### src/rtl/multicycle_controller_pkg.sv
// Shared encodings for the multi-cycle controller: instruction codes, datapath
// select values, FSM state encoding and the per-instruction decode table.
package multicycle_controller_pkg;

  localparam int unsigned INST_ADDU  = 1;
  localparam int unsigned INST_SUBU  = 2;
  localparam int unsigned INST_ORI   = 3;
  localparam int unsigned INST_LUI   = 4;
  localparam int unsigned INST_ADDI  = 5;
  localparam int unsigned INST_ADDIU = 6;
  localparam int unsigned INST_SLT   = 7;
  localparam int unsigned INST_LW    = 8;
  localparam int unsigned INST_LB    = 9;
  localparam int unsigned INST_SW    = 10;
  localparam int unsigned INST_SB    = 11;
  localparam int unsigned INST_BEQ   = 12;
  localparam int unsigned INST_J     = 13;
  localparam int unsigned INST_JAL   = 14;
  localparam int unsigned INST_JR    = 15;
  localparam int unsigned INST_HLT   = 16;

  localparam logic [1:0] ALU_SEL_ADD = 2'd0;
  localparam logic [1:0] ALU_SEL_SUB = 2'd1;
  localparam logic [1:0] ALU_SEL_OR  = 2'd2;
  localparam logic [1:0] ALU_SEL_SLT = 2'd3;

  localparam logic       ALU_SRC_REG = 1'b0;
  localparam logic       ALU_SRC_EXT = 1'b1;

  localparam logic [1:0] EXT_SIGN = 2'd0;
  localparam logic [1:0] EXT_ZERO = 2'd1;
  localparam logic [1:0] EXT_HIGH = 2'd2;

  localparam logic [1:0] GPR_ADDR_RT = 2'd0;
  localparam logic [1:0] GPR_ADDR_RD = 2'd1;
  localparam logic [1:0] GPR_ADDR_RA = 2'd2;

  localparam logic [1:0] GPR_DATA_ALU = 2'd0;
  localparam logic [1:0] GPR_DATA_MEM = 2'd1;
  localparam logic [1:0] GPR_DATA_PC  = 2'd2;

  localparam logic [1:0] IFU_SEL_NORM       = 2'd0;
  localparam logic [1:0] IFU_SEL_RELATIVE   = 2'd1;
  localparam logic [1:0] IFU_SEL_IRRELATIVE = 2'd2;
  localparam logic [1:0] IFU_SEL_REGISTER   = 2'd3;

  localparam logic DM_WORD = 1'b0;
  localparam logic DM_BYTE = 1'b1;

  localparam int STATE_W = 3;

  typedef enum logic [STATE_W-1:0] {
    ST_FETCH  = 3'd0,
    ST_DECODE = 3'd1,
    ST_EXEC   = 3'd2,
    ST_MEM    = 3'd3,
    ST_WB     = 3'd4,
    ST_HALT   = 3'd5
  } state_e;

  typedef enum logic [3:0] {
    CLS_BAD, CLS_ALU, CLS_LOAD, CLS_STORE, CLS_BEQ, CLS_J, CLS_JAL, CLS_JR, CLS_HLT
  } inst_cls_e;

  typedef struct packed {
    inst_cls_e  cls;
    logic [1:0] alu_sel;
    logic       alu_src;
    logic [1:0] ext;
    logic [1:0] addr_sel;
    logic [1:0] data_sel;
    logic       dm_sel;
    logic       of_en;
  } decode_t;

  function automatic decode_t decode(input int unsigned code);
    decode_t d;
    d = '{cls: CLS_BAD, alu_sel: ALU_SEL_ADD, alu_src: ALU_SRC_EXT, ext: EXT_SIGN,
          addr_sel: GPR_ADDR_RT, data_sel: GPR_DATA_ALU, dm_sel: DM_WORD, of_en: 1'b0};
    case (code)
      INST_ADDU:  begin d.cls = CLS_ALU; d.alu_src = ALU_SRC_REG; d.addr_sel = GPR_ADDR_RD; end
      INST_SUBU:  begin d.cls = CLS_ALU; d.alu_sel = ALU_SEL_SUB; d.alu_src = ALU_SRC_REG;
                        d.addr_sel = GPR_ADDR_RD; end
      INST_SLT:   begin d.cls = CLS_ALU; d.alu_sel = ALU_SEL_SLT; d.alu_src = ALU_SRC_REG;
                        d.addr_sel = GPR_ADDR_RD; end
      INST_ORI:   begin d.cls = CLS_ALU; d.alu_sel = ALU_SEL_OR; d.ext = EXT_ZERO; end
      INST_LUI:   begin d.cls = CLS_ALU; d.ext = EXT_HIGH; end
      INST_ADDI:  begin d.cls = CLS_ALU; d.of_en = 1'b1; end
      INST_ADDIU: d.cls = CLS_ALU;
      INST_LW:    begin d.cls = CLS_LOAD; d.data_sel = GPR_DATA_MEM; end
      INST_LB:    begin d.cls = CLS_LOAD; d.data_sel = GPR_DATA_MEM; d.dm_sel = DM_BYTE; end
      INST_SW:    d.cls = CLS_STORE;
      INST_SB:    begin d.cls = CLS_STORE; d.dm_sel = DM_BYTE; end
      INST_BEQ:   begin d.cls = CLS_BEQ; d.alu_sel = ALU_SEL_SUB; d.alu_src = ALU_SRC_REG; end
      INST_J:     d.cls = CLS_J;
      INST_JAL:   begin d.cls = CLS_JAL; d.addr_sel = GPR_ADDR_RA; d.data_sel = GPR_DATA_PC; end
      INST_JR:    d.cls = CLS_JR;
      INST_HLT:   d.cls = CLS_HLT;
      default:    d.cls = CLS_BAD;
    endcase
    return d;
  endfunction

endpackage

### src/rtl/mc_perf_counter.sv
// Free-running wrap-around counter with synchronous clear and count enable.
module mc_perf_counter #(
  parameter int CNT_W = 32
) (
  input  logic             clk,
  input  logic             clr,
  input  logic             en,
  output logic [CNT_W-1:0] cnt
);

  always_ff @(posedge clk) begin
    if (clr)
      cnt <= '0;
    else if (en)
      cnt <= cnt + 1'b1;
  end

endmodule

### src/rtl/multicycle_controller.sv
// Multi-cycle MIPS controller: FETCH/DECODE/EXEC/MEM/WB sequencing with memory
// handshake stalls, sticky halt, bad-instruction pulse and perf counters.
//
// state  | meaning
// FETCH  | read instruction at PC, load IR and PC+4 when memory is ready
// DECODE | resolve jumps and halt, flag undefined codes
// EXEC   | ALU operation, branch resolution
// MEM    | data memory access, held until memory is ready
// WB     | register file write-back
// HALT   | sticky stop until reset
module multicycle_controller
  import multicycle_controller_pkg::*;
#(
  parameter int INST_W      = 6,
  parameter int CNT_W       = 32,
  parameter int OF_SUPPRESS = 1
) (
  input  logic              clk,
  input  logic              rst,
  input  logic [INST_W-1:0] dec_inst,
  input  logic              zero,
  input  logic              overflow,
  input  logic              mem_ready,
  output logic              pc_write_en,
  output logic              ir_write_en,
  output logic              reg_write_en,
  output logic              reg_of_en,
  output logic              mem_write_en,
  output logic              mem_read_en,
  output logic              inst_fetch,
  output logic [1:0]        alu_sel,
  output logic [1:0]        gpr_write_addr_sel,
  output logic [1:0]        gpr_write_data_sel,
  output logic [1:0]        ext_ctl,
  output logic [1:0]        npc_sel,
  output logic              alu_src_ctl,
  output logic              dm_sel,
  output logic              halt_sig,
  output logic              bad_inst,
  output logic [2:0]        state,
  output logic [CNT_W-1:0]  cycle_cnt,
  output logic [CNT_W-1:0]  inst_cnt
);

  localparam logic OF_SUP = (OF_SUPPRESS != 0);

  state_e  state_q, state_d;
  decode_t dec;
  logic    retire;

  assign dec                = decode(32'(dec_inst));
  assign alu_sel            = dec.alu_sel;
  assign alu_src_ctl        = dec.alu_src;
  assign ext_ctl            = dec.ext;
  assign gpr_write_addr_sel = dec.addr_sel;
  assign gpr_write_data_sel = dec.data_sel;
  assign dm_sel             = dec.dm_sel;
  assign state              = state_q;

  always_ff @(posedge clk) begin
    if (rst)
      state_q <= ST_FETCH;
    else
      state_q <= state_d;
  end

  always_comb begin
    state_d = ST_FETCH;
    case (state_q)
      ST_FETCH:  state_d = mem_ready ? ST_DECODE : ST_FETCH;
      ST_DECODE: begin
        case (dec.cls)
          CLS_HLT:                          state_d = ST_HALT;
          CLS_J, CLS_JAL, CLS_JR, CLS_BAD:  state_d = ST_FETCH;
          default:                          state_d = ST_EXEC;
        endcase
      end
      ST_EXEC: begin
        case (dec.cls)
          CLS_LOAD, CLS_STORE: state_d = ST_MEM;
          CLS_ALU:             state_d = ST_WB;
          default:             state_d = ST_FETCH;
        endcase
      end
      ST_MEM: begin
        if (!mem_ready)
          state_d = ST_MEM;
        else if (dec.cls == CLS_LOAD)
          state_d = ST_WB;
        else
          state_d = ST_FETCH;
      end
      ST_WB:   state_d = ST_FETCH;
      ST_HALT: state_d = ST_HALT;
      default: state_d = ST_FETCH;
    endcase
  end

  // Reset forces every strobe low even though the state is already FETCH.
  always_comb begin
    pc_write_en  = 1'b0;
    ir_write_en  = 1'b0;
    reg_write_en = 1'b0;
    reg_of_en    = 1'b0;
    mem_write_en = 1'b0;
    mem_read_en  = 1'b0;
    inst_fetch   = 1'b1;
    npc_sel      = IFU_SEL_NORM;
    halt_sig     = 1'b0;
    bad_inst     = 1'b0;
    if (!rst) begin
      case (state_q)
        ST_FETCH: begin
          mem_read_en = 1'b1;
          if (mem_ready) begin
            ir_write_en = 1'b1;
            pc_write_en = 1'b1;
          end
        end
        ST_DECODE: begin
          case (dec.cls)
            CLS_J: begin
              pc_write_en = 1'b1;
              npc_sel     = IFU_SEL_IRRELATIVE;
            end
            CLS_JAL: begin
              pc_write_en  = 1'b1;
              npc_sel      = IFU_SEL_IRRELATIVE;
              reg_write_en = 1'b1;
            end
            CLS_JR: begin
              pc_write_en = 1'b1;
              npc_sel     = IFU_SEL_REGISTER;
            end
            CLS_BAD: bad_inst = 1'b1;
            default: ;
          endcase
        end
        ST_EXEC: begin
          if (dec.cls == CLS_BEQ) begin
            pc_write_en = zero;
            npc_sel     = IFU_SEL_RELATIVE;
          end
        end
        ST_MEM: begin
          inst_fetch   = 1'b0;
          mem_read_en  = (dec.cls == CLS_LOAD);
          mem_write_en = (dec.cls == CLS_STORE);
        end
        ST_WB: begin
          reg_of_en    = dec.of_en;
          reg_write_en = ~(OF_SUP & dec.of_en & overflow);
        end
        ST_HALT: halt_sig = 1'b1;
        default: ;
      endcase
    end
  end

  always_comb begin
    retire = (state_q inside {ST_DECODE, ST_EXEC, ST_MEM, ST_WB}) &&
             (state_d inside {ST_FETCH, ST_HALT}) &&
             !(state_q == ST_DECODE && dec.cls == CLS_BAD);
  end

  mc_perf_counter #(.CNT_W(CNT_W)) u_cycle_cnt (
    .clk (clk),
    .clr (rst),
    .en  (state_q != ST_HALT),
    .cnt (cycle_cnt)
  );

  mc_perf_counter #(.CNT_W(CNT_W)) u_inst_cnt (
    .clk (clk),
    .clr (rst),
    .en  (retire),
    .cnt (inst_cnt)
  );

endmodule

### config.mk
export PLATFORM = sky130hd
export DESIGN_NAME = multicycle_controller
export DESIGN_NICKNAME = d
export VERILOG_FILES = /design/src/rtl/multicycle_controller_pkg.sv /design/src/rtl/mc_perf_counter.sv /design/src/rtl/multicycle_controller.sv
export SDC_FILE = /design/constraint.sdc
export NUM_CORES = 1
export LEC_CHECK = 0
export CORE_MARGIN = 2
export CORE_UTILIZATION = 50
export CTS_CLUSTER_DIAMETER = 40
export DETAILED_ROUTE_END_ITERATION = 16
export PLACE_DENSITY = 0.89
export SLEW_MARGIN = 40
export SYNTH_ARGS = -nofsm -noshare
export SYNTH_HDL_FRONTEND = slang
export SYNTH_SLANG_ARGS = --single-unit
export TNS_END_PERCENT = 30
### constraint.sdc
create_clock -name clk -period 4.62 [get_ports clk]
set_input_delay 0.462 -clock clk [delete_from_list [all_inputs] [get_ports clk]]
set_output_delay 0.462 -clock clk [all_outputs]
set_load 0.05 [all_outputs]
==> run_results.csv <==
group,metric,value,unit
logic_synthesis,yosys-top-cells-area,"dfxtp_1 (35%), a21oi_1 (5.1%), nor2_1 (4.8%)",
floorplan,rows,32,
route,wl,10.0,mm
logic_synthesis,synth_edf_count,0,
logic_synthesis,synth_nets,485,
final_layout,drive_gt1_share,7.00,%
global_route,grt_pass1_wl,16.4,mm
floorplan,initial_utilization,50.7,%
place,io_buffers,98,
clocking,cts_resized,0,
route,antenna_left,0,
route,via_per_inst,5.92,
sta,fin_skew,0.0109,ns
floorplan,io_pins,99,
hold_path,min_path_type,"in2reg",
floorplan,die_w,91.8,um
power,p_leak,1.63,nW
logic_synthesis,synthCells,472,
logic_synthesis,netlist.area_leader.share,34.8,%
place,gp_congestion,0.905,
global_route,grtUsageTotal,23.4,%
sta,setup_tns,0,ns
critical_path,worstSetupEndpointType,"primary output",
logic_synthesis,yosysTopAreaCell,"dfxtp_1",
logic_synthesis,synthesis.area,0.00385,mm^2
logic_synthesis,synth_flop_cell,"dfxtp_1",
power,ir_drop,0.000223,V
place,dp_hpwl,6.89,mm
clocking,postCtsSetupBuffers,0,
sta,slew_viol_final,0,
critical_path,startpoint_type,"input pin",
clocking,clock-sinks,67,
logic_synthesis,synth.distinct_cells,62,
power,cellPowerDensity,241,mW/mm^2
floorplan,die_height,91.8,um
sta,hold_viol,0,
critical_path,worstSetupPathType,"in2out",
sta,max_slew_margin,48.7,%
global_route,grt_max_degree,71,
final_layout,final_nets,565,
floorplan,dieArea,0.00843,mm^2
clocking,root_buffer,"clkbuf_8",
run_status,status,"completed",
final_layout,fin_util,66.2,%
global_route,antenna_found_initial,0,
job,cap_violations,0,
clocking,cts.path.max_buffers,2,
final_layout,fill_cells,614,
sta,fin_crit_sh,74.0,%
clocking,cts_tree,"yes",
logic_synthesis,yosysWarnings,0,
route,first_iter_violations,294,
final_layout,diodes,0,
global_route,grt_pass1_vias,3594,
critical_path,crit_fanout,11,
sta,worst_pin_slew,0.767,ns
route,drc,0,
critical_path,arrival,2.96,ns
clocking,clkTransAtPathRegs,0.07,ns
final_layout,syn2layout_area_growth,30.6,%
clocking,worst_skew_pair.late_latency,0.34,ns
sta,setup_viol,0,
logic_synthesis,synthTopCellsByCount,"dfxtp_1 (67), nor2_1 (49), a21oi_1 (39), nand2_1 (29), nand3_1 (24)",
clocking,cts_hold_buf,0,
logic_synthesis,seq_area_frac_synth,34.8,%
logic_synthesis,ys_seq_elements,67,
route,wl_per_cell,15.2,um
critical_path,critPathRequiredTime,4.16,ns
global_route,grt_overflow,0,
clocking,cts_buffers,9,
sta,max_freq,292,MHz
floorplan,core,0.00761,mm^2
sta,period_minus_slack,3.42,ns
logic_synthesis,synth.most_common_cell,"dfxtp_1",
power,total_power,1.21,mW
logic_synthesis,syn_area_per_cell,8.17,um^2
route,dr.pass1.iters,5,
logic_synthesis,synthArstFlopShare,0,%
clocking,h-tree-depth,3,
sta,rsz0062_at_grt,"false",
route,via_count,3898,
## layer usage
layer / GRT usage [%] / up-vias / part of all wire (%)
met2: 39.8 / 132 / 50
li1: - / 1902 / -
met3: 6.90 / 10 / 6.3
met4: 5.72 / 0 / 0.56
met5: 0 / - / 0
met1: 29.2 / 1854 / 43
## kinds of logic after synthesis
group	count (synthesis)	share of synthesized area, %
compound gates	102	17.2
xor+xnor	29	6.59
fa+ha+maj	2	0.649
buf+inv	44	5.91
flops	67	34.8
mux	4	1.33
simple gates	224	33.5
## where the power goes
part           internal, mW  total (mW)  switching (mW)
Sequential            0.581       0.587         0.00632
Clock                 0.292       0.516           0.225
Combinational        0.0366       0.111          0.0740
Total                 0.909        1.21           0.305
## worst paths after layout
| check | startpoint | to | slack [ns] | cells after the start |
|---|---|---|---|---|
| setup reg to reg | state[2] | u_inst_cnt.cnt[10] | 1.92 | 7 |
| setup / recovery | dec_inst[3] | mem_read_en | 1.20 | 6 |
| hold reg to reg | u_cycle_cnt.cnt[23] | u_cycle_cnt.cnt[23] | 0.50 | 2 |
| hold / removal | rst | state[1] | 0.41 | 2 |
## worst max-delay path: stages
cell and delay [ns]:
clkdlybuf4s50_1 0.74, or3b_4 0.48, a21oi_4 0.17, a31oi_1 0.10, nor3_1 0.17, clkdlybuf4s50_1 0.83
## flip-flops by register name, summed over array words and instances (netlist names)
register and count:
u_inst_cnt.cnt 32, state 3, u_cycle_cnt.cnt 32
## layout make-up
type	count	area, um^2	share of cell area, %
Timing Repair Buffer	102	1030	20.4
Inverter	11	41.3	0.820
Sequential cell	67	1340	26.6
Tap cell	102	128	2.53
Multi-Input combinational cell	361	2290	45.4
Clock buffer	12	165	3.28
Clock inverter	4	47.5	0.944
## cells in the final DEF, fill, tap and decap left out, drive strengths merged, types with 2 or more instances in the layout
cell	instances
a21oi	41
a31oi	3
and2	5
and3	17
and4	10
buf	5
clkbuf	12
clkdlybuf4s50	97
clkinv	2
dfxtp	67
ha	2
inv	11
mux2	3
nand2	29
nand2b	2
nand3	24
nand3b	5
nand4	16
nor2	51
nor2b	10
nor3	9
nor4	5
nor4b	3
o2111ai	4
o211ai	2
o21a	2
o21ai	19
o31ai	21
o41ai	2
or2	3
or3	11
or4	21
xnor2	15
xor2	14
## stage by stage
step                      setup WS [ns]  cells  instance area [um^2]  hold slack, ns
after global routing               1.11    659                  5030           0.415
after detailed placement           1.10    642                  4790           0.498
final                              1.20    659                  5030           0.408
after CTS                          1.21    658                  5010           0.391
after floorplan                    1.38    472                  3850           0.669
after global placement             1.24    642                  4790           0.475
(Power assumes the default switching activity.)
